$ cat src/rtl/mul_pipe.sv
// Four-stage pipelined RV32M multiplier (MUL/MULH/MULHSU/MULHU) alongside the ALU path.
// Exposes an in-flight destination mask so decode can stall dependent instructions.
module mul_pipe #(
    parameter int WD_SIZE  = 32,
    parameter int REG_SIZE = 5
) (
    input  logic                     clk,
    input  logic                     reset,
    input  logic                     valid_i,
    input  logic [2:0]               funct3_i,
    input  logic [WD_SIZE-1:0]       op1_data_i,
    input  logic [WD_SIZE-1:0]       op2_data_i,
    input  logic [REG_SIZE-1:0]      rd_i,
    input  logic                     stall_i,
    input  logic                     flush_i,
    output logic                     valid_result_o,
    output logic [WD_SIZE-1:0]       mult_result_o,
    output logic [REG_SIZE-1:0]      rd_o,
    output logic [2**REG_SIZE-1:0]   rd_busy_o,
    output logic                     busy_o
);

    localparam int HALF = WD_SIZE / 2;
    localparam int EW   = WD_SIZE + 1;
    localparam int PW   = 2 * (HALF + 1);
    localparam int SW   = 2 * WD_SIZE;

    typedef enum logic [1:0] {
        OP_MUL    = 2'b00,
        OP_MULH   = 2'b01,
        OP_MULHSU = 2'b10,
        OP_MULHU  = 2'b11
    } op_t;

    op_t             op;
    logic            accept;
    logic            sext1;
    logic            sext2;
    logic [EW-1:0]   a_ext;
    logic [EW-1:0]   b_ext;

    always_comb begin
        op     = op_t'(funct3_i[1:0]);
        accept = valid_i && !funct3_i[2] && !stall_i && !flush_i;
        sext1  = (op == OP_MULH) || (op == OP_MULHSU);
        sext2  = (op == OP_MULH);
        a_ext  = {sext1 & op1_data_i[WD_SIZE-1], op1_data_i};
        b_ext  = {sext2 & op2_data_i[WD_SIZE-1], op2_data_i};
    end

    logic                 s1_valid, s2_valid, s3_valid;
    logic [EW-1:0]        s1_a, s1_b;
    logic                 s1_hi, s2_hi, s3_hi;
    logic [REG_SIZE-1:0]  s1_rd, s2_rd, s3_rd;
    logic signed [PW-1:0] s2_ll, s2_lh, s2_hl, s2_hh;
    logic signed [SW-1:0] s3_sum;

    // Split each 33-bit operand into an unsigned 16-bit low half and a signed 17-bit high half.
    logic signed [HALF:0] a_lo, a_hi, b_lo, b_hi;
    logic signed [PW-1:0] pp_ll, pp_lh, pp_hl, pp_hh;
    logic signed [SW-1:0] sum_d;

    always_comb begin
        a_lo  = {1'b0, s1_a[HALF-1:0]};
        a_hi  = s1_a[EW-1:HALF];
        b_lo  = {1'b0, s1_b[HALF-1:0]};
        b_hi  = s1_b[EW-1:HALF];
        pp_ll = PW'(a_lo) * PW'(b_lo);
        pp_lh = PW'(a_lo) * PW'(b_hi);
        pp_hl = PW'(a_hi) * PW'(b_lo);
        pp_hh = PW'(a_hi) * PW'(b_hi);
    end

    // Bits above the 64-bit product never reach the output, so the sum is kept at product width.
    always_comb begin
        sum_d = SW'(s2_ll)
              + (SW'(s2_lh) <<< HALF)
              + (SW'(s2_hl) <<< HALF)
              + (SW'(s2_hh) <<< (2 * HALF));
    end

    // Flush wins over stall so a frozen pipeline can still be emptied.
    always_ff @(posedge clk or posedge reset) begin
        if (reset) begin
            s1_valid       <= 1'b0;
            s2_valid       <= 1'b0;
            s3_valid       <= 1'b0;
            valid_result_o <= 1'b0;
        end else if (flush_i) begin
            s1_valid       <= 1'b0;
            s2_valid       <= 1'b0;
            s3_valid       <= 1'b0;
            valid_result_o <= 1'b0;
        end else if (!stall_i) begin
            s1_valid       <= accept;
            s2_valid       <= s1_valid;
            s3_valid       <= s2_valid;
            valid_result_o <= s3_valid;
        end
    end

    always_ff @(posedge clk or posedge reset) begin
        if (reset) begin
            s1_a          <= '0;
            s1_b          <= '0;
            s1_hi         <= 1'b0;
            s1_rd         <= '0;
            s2_ll         <= '0;
            s2_lh         <= '0;
            s2_hl         <= '0;
            s2_hh         <= '0;
            s2_hi         <= 1'b0;
            s2_rd         <= '0;
            s3_sum        <= '0;
            s3_hi         <= 1'b0;
            s3_rd         <= '0;
            mult_result_o <= '0;
            rd_o          <= '0;
        end else if (!stall_i) begin
            s1_a          <= a_ext;
            s1_b          <= b_ext;
            s1_hi         <= (op != OP_MUL);
            s1_rd         <= rd_i;
            s2_ll         <= pp_ll;
            s2_lh         <= pp_lh;
            s2_hl         <= pp_hl;
            s2_hh         <= pp_hh;
            s2_hi         <= s1_hi;
            s2_rd         <= s1_rd;
            s3_sum        <= sum_d;
            s3_hi         <= s2_hi;
            s3_rd         <= s2_rd;
            mult_result_o <= s3_hi ? s3_sum[SW-1:WD_SIZE] : s3_sum[WD_SIZE-1:0];
            rd_o          <= s3_rd;
        end
    end

    always_comb begin
        rd_busy_o = '0;
        if (s1_valid)       rd_busy_o[s1_rd] = 1'b1;
        if (s2_valid)       rd_busy_o[s2_rd] = 1'b1;
        if (s3_valid)       rd_busy_o[s3_rd] = 1'b1;
        if (valid_result_o) rd_busy_o[rd_o]  = 1'b1;
        rd_busy_o[0] = 1'b0;
        busy_o = s1_valid | s2_valid | s3_valid | valid_result_o;
    end

endmodule

$ cat config.mk
export PLATFORM = sky130hd
export DESIGN_NAME = mul_pipe
export DESIGN_NICKNAME = d
export VERILOG_FILES = /design/src/rtl/mul_pipe.sv
export SDC_FILE = /design/constraint.sdc
export NUM_CORES = 2
export LEC_CHECK = 0
export BUFFER_PORTS_ARGS = -buffer_cell sky130_fd_sc_hd__buf_4
export CAP_MARGIN = 20
export CELL_PAD_IN_SITES_DETAIL_PLACEMENT = 0
export CELL_PAD_IN_SITES_GLOBAL_PLACEMENT = 1
export CORE_UTILIZATION = 56
export DETAILED_ROUTE_END_ITERATION = 6
export GPL_TIMING_DRIVEN = 1
export PLACE_DENSITY_LB_ADDON = 0.08
export SLEW_MARGIN = 0
export SYNTH_ARGS = -nofsm -noshare
export SYNTH_HDL_FRONTEND = slang
export SYNTH_SLANG_ARGS = --single-unit
$ cat constraint.sdc
create_clock -name clk -period 28.1 [get_ports clk]
set_input_delay 4.215 -clock clk [delete_from_list [all_inputs] [get_ports clk]]
set_output_delay 4.215 -clock clk [all_outputs]
set_load 0.03 [all_outputs]
-- Word level (Yosys, flattened, before mapping)
Index checks and enable logic that the tools add are counted.
- logic and storage cells: 78
- register bits: 321
- input bits: 77
- output and inout bits: 71
- reductions and logical operators: 12
- muxes and demuxes: 21
- $add $sub $neg: 3
- order comparisons: 8
- multipliers: 4
- equality and inequality tests: 3
- bitwise logic cells: 8
- operators with widths (kind ; count):
    $mux W32 ; 5
    $or A32 B32 Y32 ; 3
    $mul A17 B17 Y34 ; 2
    $add A52 B64 Y64 ; 1
    $add A51 B50 Y52 ; 1
    $add A33 B50 Y51 ; 1
    $mul A16 B16 Y32 ; 1
    $mul A17 B17 Y32 ; 1
    $lt A5 B6 Y1 const B ; 4
    $demux W1 S5 ; 4
    $ge A5 B1 Y1 const B ; 4
    $mux W1 ; 12
    $logic_and A1 B1 Y1 ; 7
    $logic_not A1 Y1 ; 3
    $or A1 B1 Y1 ; 3
    $and A1 B1 Y1 ; 2
    $eq A2 B1 Y1 const B ; 1
    $eq A2 B2 Y1 const B ; 1
    $ne A2 B1 Y1 const B ; 1
    $reduce_bool A2 Y1 ; 1
    $logic_or A1 B1 Y1 ; 1

-- Depth between registers and ports, before layout
- depth after elaboration: 11
- mapped depth: 25
- depth with buffers taken out: 23

-- Worst setup path after synthesis
OpenSTA, ideal clock, no wires.
- path type: register -> register
- from: register s1_b[2]
- to: register s2_hl[33]
- clock period less this slack: 6357 ps
- setup slack: 21743 ps
- data required time: 27974 ps
- setup time: 126 ps
- arrival time: 6231 ps
- stages on the path, launching flop included: 22
- buffers on the path: 1
- cell sequence: dfrtp_1 > clkbuf_1 > nand2_1 > inv_1 > fa_1 > fa_1 > fa_1 > fa_1 > fa_1 > inv_1 > fa_1 > inv_1 > ha_1 > a21oi_1 > o21ai_0 > a21o_1 > a21o_1 > o2bb2ai_2 > or4_1 > a31oi_1 > xnor2_1 > mux2_4
- word-level cells in the longest chain between the ends: 1
- RTL lines (item ; RTL line ; source):
    start: declaration ; 52 ; logic [EW-1:0] s1_a, s1_b;
    start signal: assignment ; 121 ; s1_b <= b_ext;
    $mul A17 B17 Y34 ; 70 ; pp_hl = PW'(a_hi) * PW'(b_lo);
    end signal: assignment ; 126 ; s2_hl <= pp_hl;
    end: declaration ; 55 ; logic signed [PW-1:0] s2_ll, s2_lh, s2_hl, s2_hh;
No other way between the ends.
A chain may end at the register's enable or synchronous reset.

-- Final worst setup path
- from: register s1_a[8]
- to: register s2_lh[33]
- word-level cells in the longest chain between the ends: 1
- RTL lines (item ; RTL line ; source):
    start: declaration ; 52 ;
    start signal: assignment ; 120 ; s1_a <= a_ext;
    $mul A17 B17 Y34 ; 69 ; pp_lh = PW'(a_lo) * PW'(b_hi);
    end signal: assignment ; 125 ; s2_lh <= pp_lh;
    end: declaration ; 55 ;
No other way between the ends.

==> impl.org <==
** Floorplanning
- Count of boundary I/O pins :: 148
- Width of the chip :: 315.4 um
- Core region area :: 96990 um^2
- Initial standard-cell utilization of the core :: 0.5671
- From bottom edge to top edge, the die measures 315.4 um.
- Die ar. :: 99480 um^2
- Number of placement rows :: 114

** Timing
- Post-route worst setup slack :: 20.82 ns
- Setup TNS :: 0 ns
- Skew final :: 0.05477 ns
- The number of hold violations in the final report is 0.
- The max-slew violation total from the final report came to 0.
- Measured against its own limit, the worst slew margin works out to 0.2726.
- Setup repair after global routing left no endpoint under its margin.
- The worst path needs 7.276 ns of the cycle, external delays included.
- At the pin with the least slew margin, the transition time is 1.091 ns.
- In the finished design, the share of the clock period the worst path needs comes to 0.2589.
- Number of failing setup endpoints in the final timing report :: 0
- Max Freq :: 137.4 MHz

** Drt
- The detail route stage leaves a number of antenna-violating nets equal to 0.
- Routed vias/inst :: 5.570
- Remaining DRCs :: 14
- Number of detailed-route iterations in the first pass :: 7
- Routed via count :: 39.95k
- Initial DRC count :: 2622
- Routed length per placed instance :: 20.76 um
- The final layout contains routed wiring with a total length of 148900 um.

** Worst setup path
- Reg2Reg Setup Slack :: 20.82 ns
- Data on the critical path is required at its endpoint by 28.59 ns.
- Start-to-end type of the worst setup path :: flip-flop to flip-flop
- At the worst endpoint, the arrival time is 7.76 ns.
- STA classifies the critical path startpoint as a flip-flop.
- Maximum fanout along the worst path :: 18
- The worst setup path is captured at a flip-flop.

** Yosys
- Share of the yosys chip area belonging to registers :: 0.1460
- The share of synthesized area in the top cell type comes to 0.3683.
- Total of warnings raised by yosys :: 0
- Per-instance average area after synthesis :: 9.344 um^2
- Number of flops mapped to enable cells by yosys :: 0
- Top area cells in the synthesized netlist :: sky130_fd_sc_hd__fa_1 (37%), sky130_fd_sc_hd__dfrtp_1 (15%), sky130_fd_sc_hd__ha_1 (10%)
- The cell area that synthesis handed to floorplanning was 55010 um^2.
- The synthesized design contains 321 register bits.
- Synthesized Nets :: 7426
- Synthesis handed over a netlist of 5887 instances.
- Counting flops with an async set or reset pin after synthesis yields a share of 1.000.
- Number of distinct library cells after synthesis :: 88
- Most area-hungry cell type in the Yosys netlist :: sky130_fd_sc_hd__fa_1
- Main synth FF type :: sky130_fd_sc_hd__dfrtp_1

** GRT
- Overall fraction of global-route tracks in use :: 0.3136
- After global routing the overflow that remains totals 0.
- The first global-routing pass estimated 239600 um of wire.
- Largest net degree at the start of global routing :: 213
- The number of antenna violations at the first check in global routing is 5.
- Via count of the first global-routing pass :: 41.77k

** Clocking
- Clock tree buffer depth :: 3
- TritonCTS built the clock tree.
- Clock buffer count from CTS :: 44
- Clock tree sinks :: 321
- Post_cts resized :: 0
- Clock root cell :: sky130_fd_sc_hd__clkbuf_16
- Latest clock arrival within the worst-skew pair :: 0.65 ns
- Number of buffers inserted for hold repair after clock tree synthesis :: 0
- Clock-pin slew was measured on the worst setup and hold paths at 0.06 ns.
- In this run the post-CTS setup repair buffer count came out at 0.
- The clock tree synthesis step divided the H-tree into 2 levels.

** Outcome
- Violated checks :: design-rule violations
- Outcome :: complete, but fails checks

** Finish
- Leaving out fill and tap cells, the most frequent cell in the layout is sky130_fd_sc_hd__inv_1.
- Combined flip-flop and latch cell area :: 8045 um^2
- The filler cells instantiated in the layout total 8605.
- Layout overhead on the synthesized area :: 6.713%
- Share of cells above drive strength 1 :: 0.07993
- Combined area of the multi-input logic cells :: 41570 um^2
- Commonest non-fill, non-tap cells in the layout :: sky130_fd_sc_hd__inv_1 (1141), sky130_fd_sc_hd__fa_1 (1012), sky130_fd_sc_hd__nand2_1 (808)
- At the end of the flow, the number of nets in the layout was 7398.

** Placement
- Buffers placed on the I/O ports in this run total 146.
- At the end of routability-driven placement, the weighted congestion stood at 0.9069.
- Detailed placement finished with a half-perimeter wire length of 112200 um.
- Before CTS, the worst setup slack after placement is 20.98 ns.

** Job
- The tool flagged a number of max-cap violations equal to 0.

** Hold path
- Hold/Removal Path Class :: flip-flop to flip-flop
## flip-flops by register name, summed over array words and instances, names as in the netlist, 32 cells and up
register,count
s2_ll,32
s2_hh,32
s2_hl,34
s2_lh,34
mult_result_o,32
s1_b,33
s3_sum,64
s1_a,33
## metal layers
layer  vias to the layer above  global-route usage  share of wire
li1                      18080                   -              -
met2                      1156              0.4961           0.45
met1                     20540              0.4581           0.46
met5                         -                   0       0.000087
met3                       173             0.04349          0.063
met4                         2             0.07631          0.023
## kinds of logic (layout without fill, tap and decap cells)
family / Yosys count / after routing / synth area share
buf+inv: 1434 / 1440 / 0.09813
mux: 167 / 167 / 0.03337
xor+xnor: 158 / 158 / 0.02516
other cells: 1 / 3 / 0.00006818
simple gates: 1684 / 1684 / 0.1496
fa+ha+maj: 1462 / 1462 / 0.4707
compound gates: 660 / 660 / 0.07695
flops: 321 / 321 / 0.1460
## worst paths after layout
check / start / to / depth (start not counted)
setup / recovery: s1_a[8]$_DFFE_PP0N_ / s2_lh[33]$_DFFE_PP0N_ / 19
hold / removal: s2_ll[6]$_DFFE_PP0N_ / s2_ll[6]$_DFFE_PP0N_ / 2
setup reg to reg: s1_a[8]$_DFFE_PP0N_ / s2_lh[33]$_DFFE_PP0N_ / 19
hold reg to reg: s2_ll[6]$_DFFE_PP0N_ / s2_ll[6]$_DFFE_PP0N_ / 2
max in group asynchronous: reset / s2_hl[28]$_DFFE_PP0N_ / 5
min in group asynchronous: reset / s1_b[21]$_DFFE_PP0N_ / 2
## critical path: stages, from the launching register on
cell and delay (ns):
sky130_fd_sc_hd__dfrtp_1 0.79, sky130_fd_sc_hd__buf_4 0.39, sky130_fd_sc_hd__nand2_1 0.11, sky130_fd_sc_hd__fa_1 0.48, sky130_fd_sc_hd__fa_1 0.57, sky130_fd_sc_hd__fa_1 0.45, sky130_fd_sc_hd__fa_1 0.55, sky130_fd_sc_hd__inv_1 0.05
sky130_fd_sc_hd__fa_1 0.47, sky130_fd_sc_hd__inv_1 0.05, sky130_fd_sc_hd__fa_1 0.47, sky130_fd_sc_hd__inv_1 0.04, sky130_fd_sc_hd__ha_1 0.33, sky130_fd_sc_hd__a2111oi_0 0.68, sky130_fd_sc_hd__a21o_1 0.29, sky130_fd_sc_hd__o21ai_1 0.20
sky130_fd_sc_hd__o41ai_2 0.31, sky130_fd_sc_hd__o21ai_0 0.27, sky130_fd_sc_hd__o311ai_0 0.42, sky130_fd_sc_hd__o211ai_1 0.16
## per-stage QoR
stage / utilization / cells / hold slack [ns] / cell area [um^2]
finish: 0.6052 / 7171 / 0.4786 / 58700
global route: 0.6051 / 7170 / 0.5070 / 58700
CTS: 0.6048 / 7168 / 0.4858 / 58670
detailed placement: 0.5894 / 7088 / 0.4709 / 57170
global placement: 0.5893 / 7087 / 0.4664 / 57160
floorplan: - / 5887 / 0.4478 / 55010
## final cells by class
class	instances	area share
timing repair buffer	217	0.02861
multi-input combinational	4132	0.7083
clock buffer	59	0.02125
antenna	2	0.00008526
tap	1276	0.02720
sequential	321	0.1371
inverter	1143	0.07322
clock inverter	21	0.004285
## cell usage after synthesis, types with 68 or more instances
cell and instances:
sky130_fd_sc_hd__xnor2_1 90, sky130_fd_sc_hd__xor2_1 68, sky130_fd_sc_hd__mux2_2 127, sky130_fd_sc_hd__a21oi_1 134
sky130_fd_sc_hd__nor2_1 126, sky130_fd_sc_hd__fa_1 1012, sky130_fd_sc_hd__o21ai_0 229, sky130_fd_sc_hd__dfrtp_1 321
sky130_fd_sc_hd__clkbuf_1 275, sky130_fd_sc_hd__ha_1 450, sky130_fd_sc_hd__nand2_1 808, sky130_fd_sc_hd__and2_1 536
sky130_fd_sc_hd__inv_1 1142
Power is not shown: default switching activity piles up to over one toggle a cycle in this logic, so the estimate is an artifact.
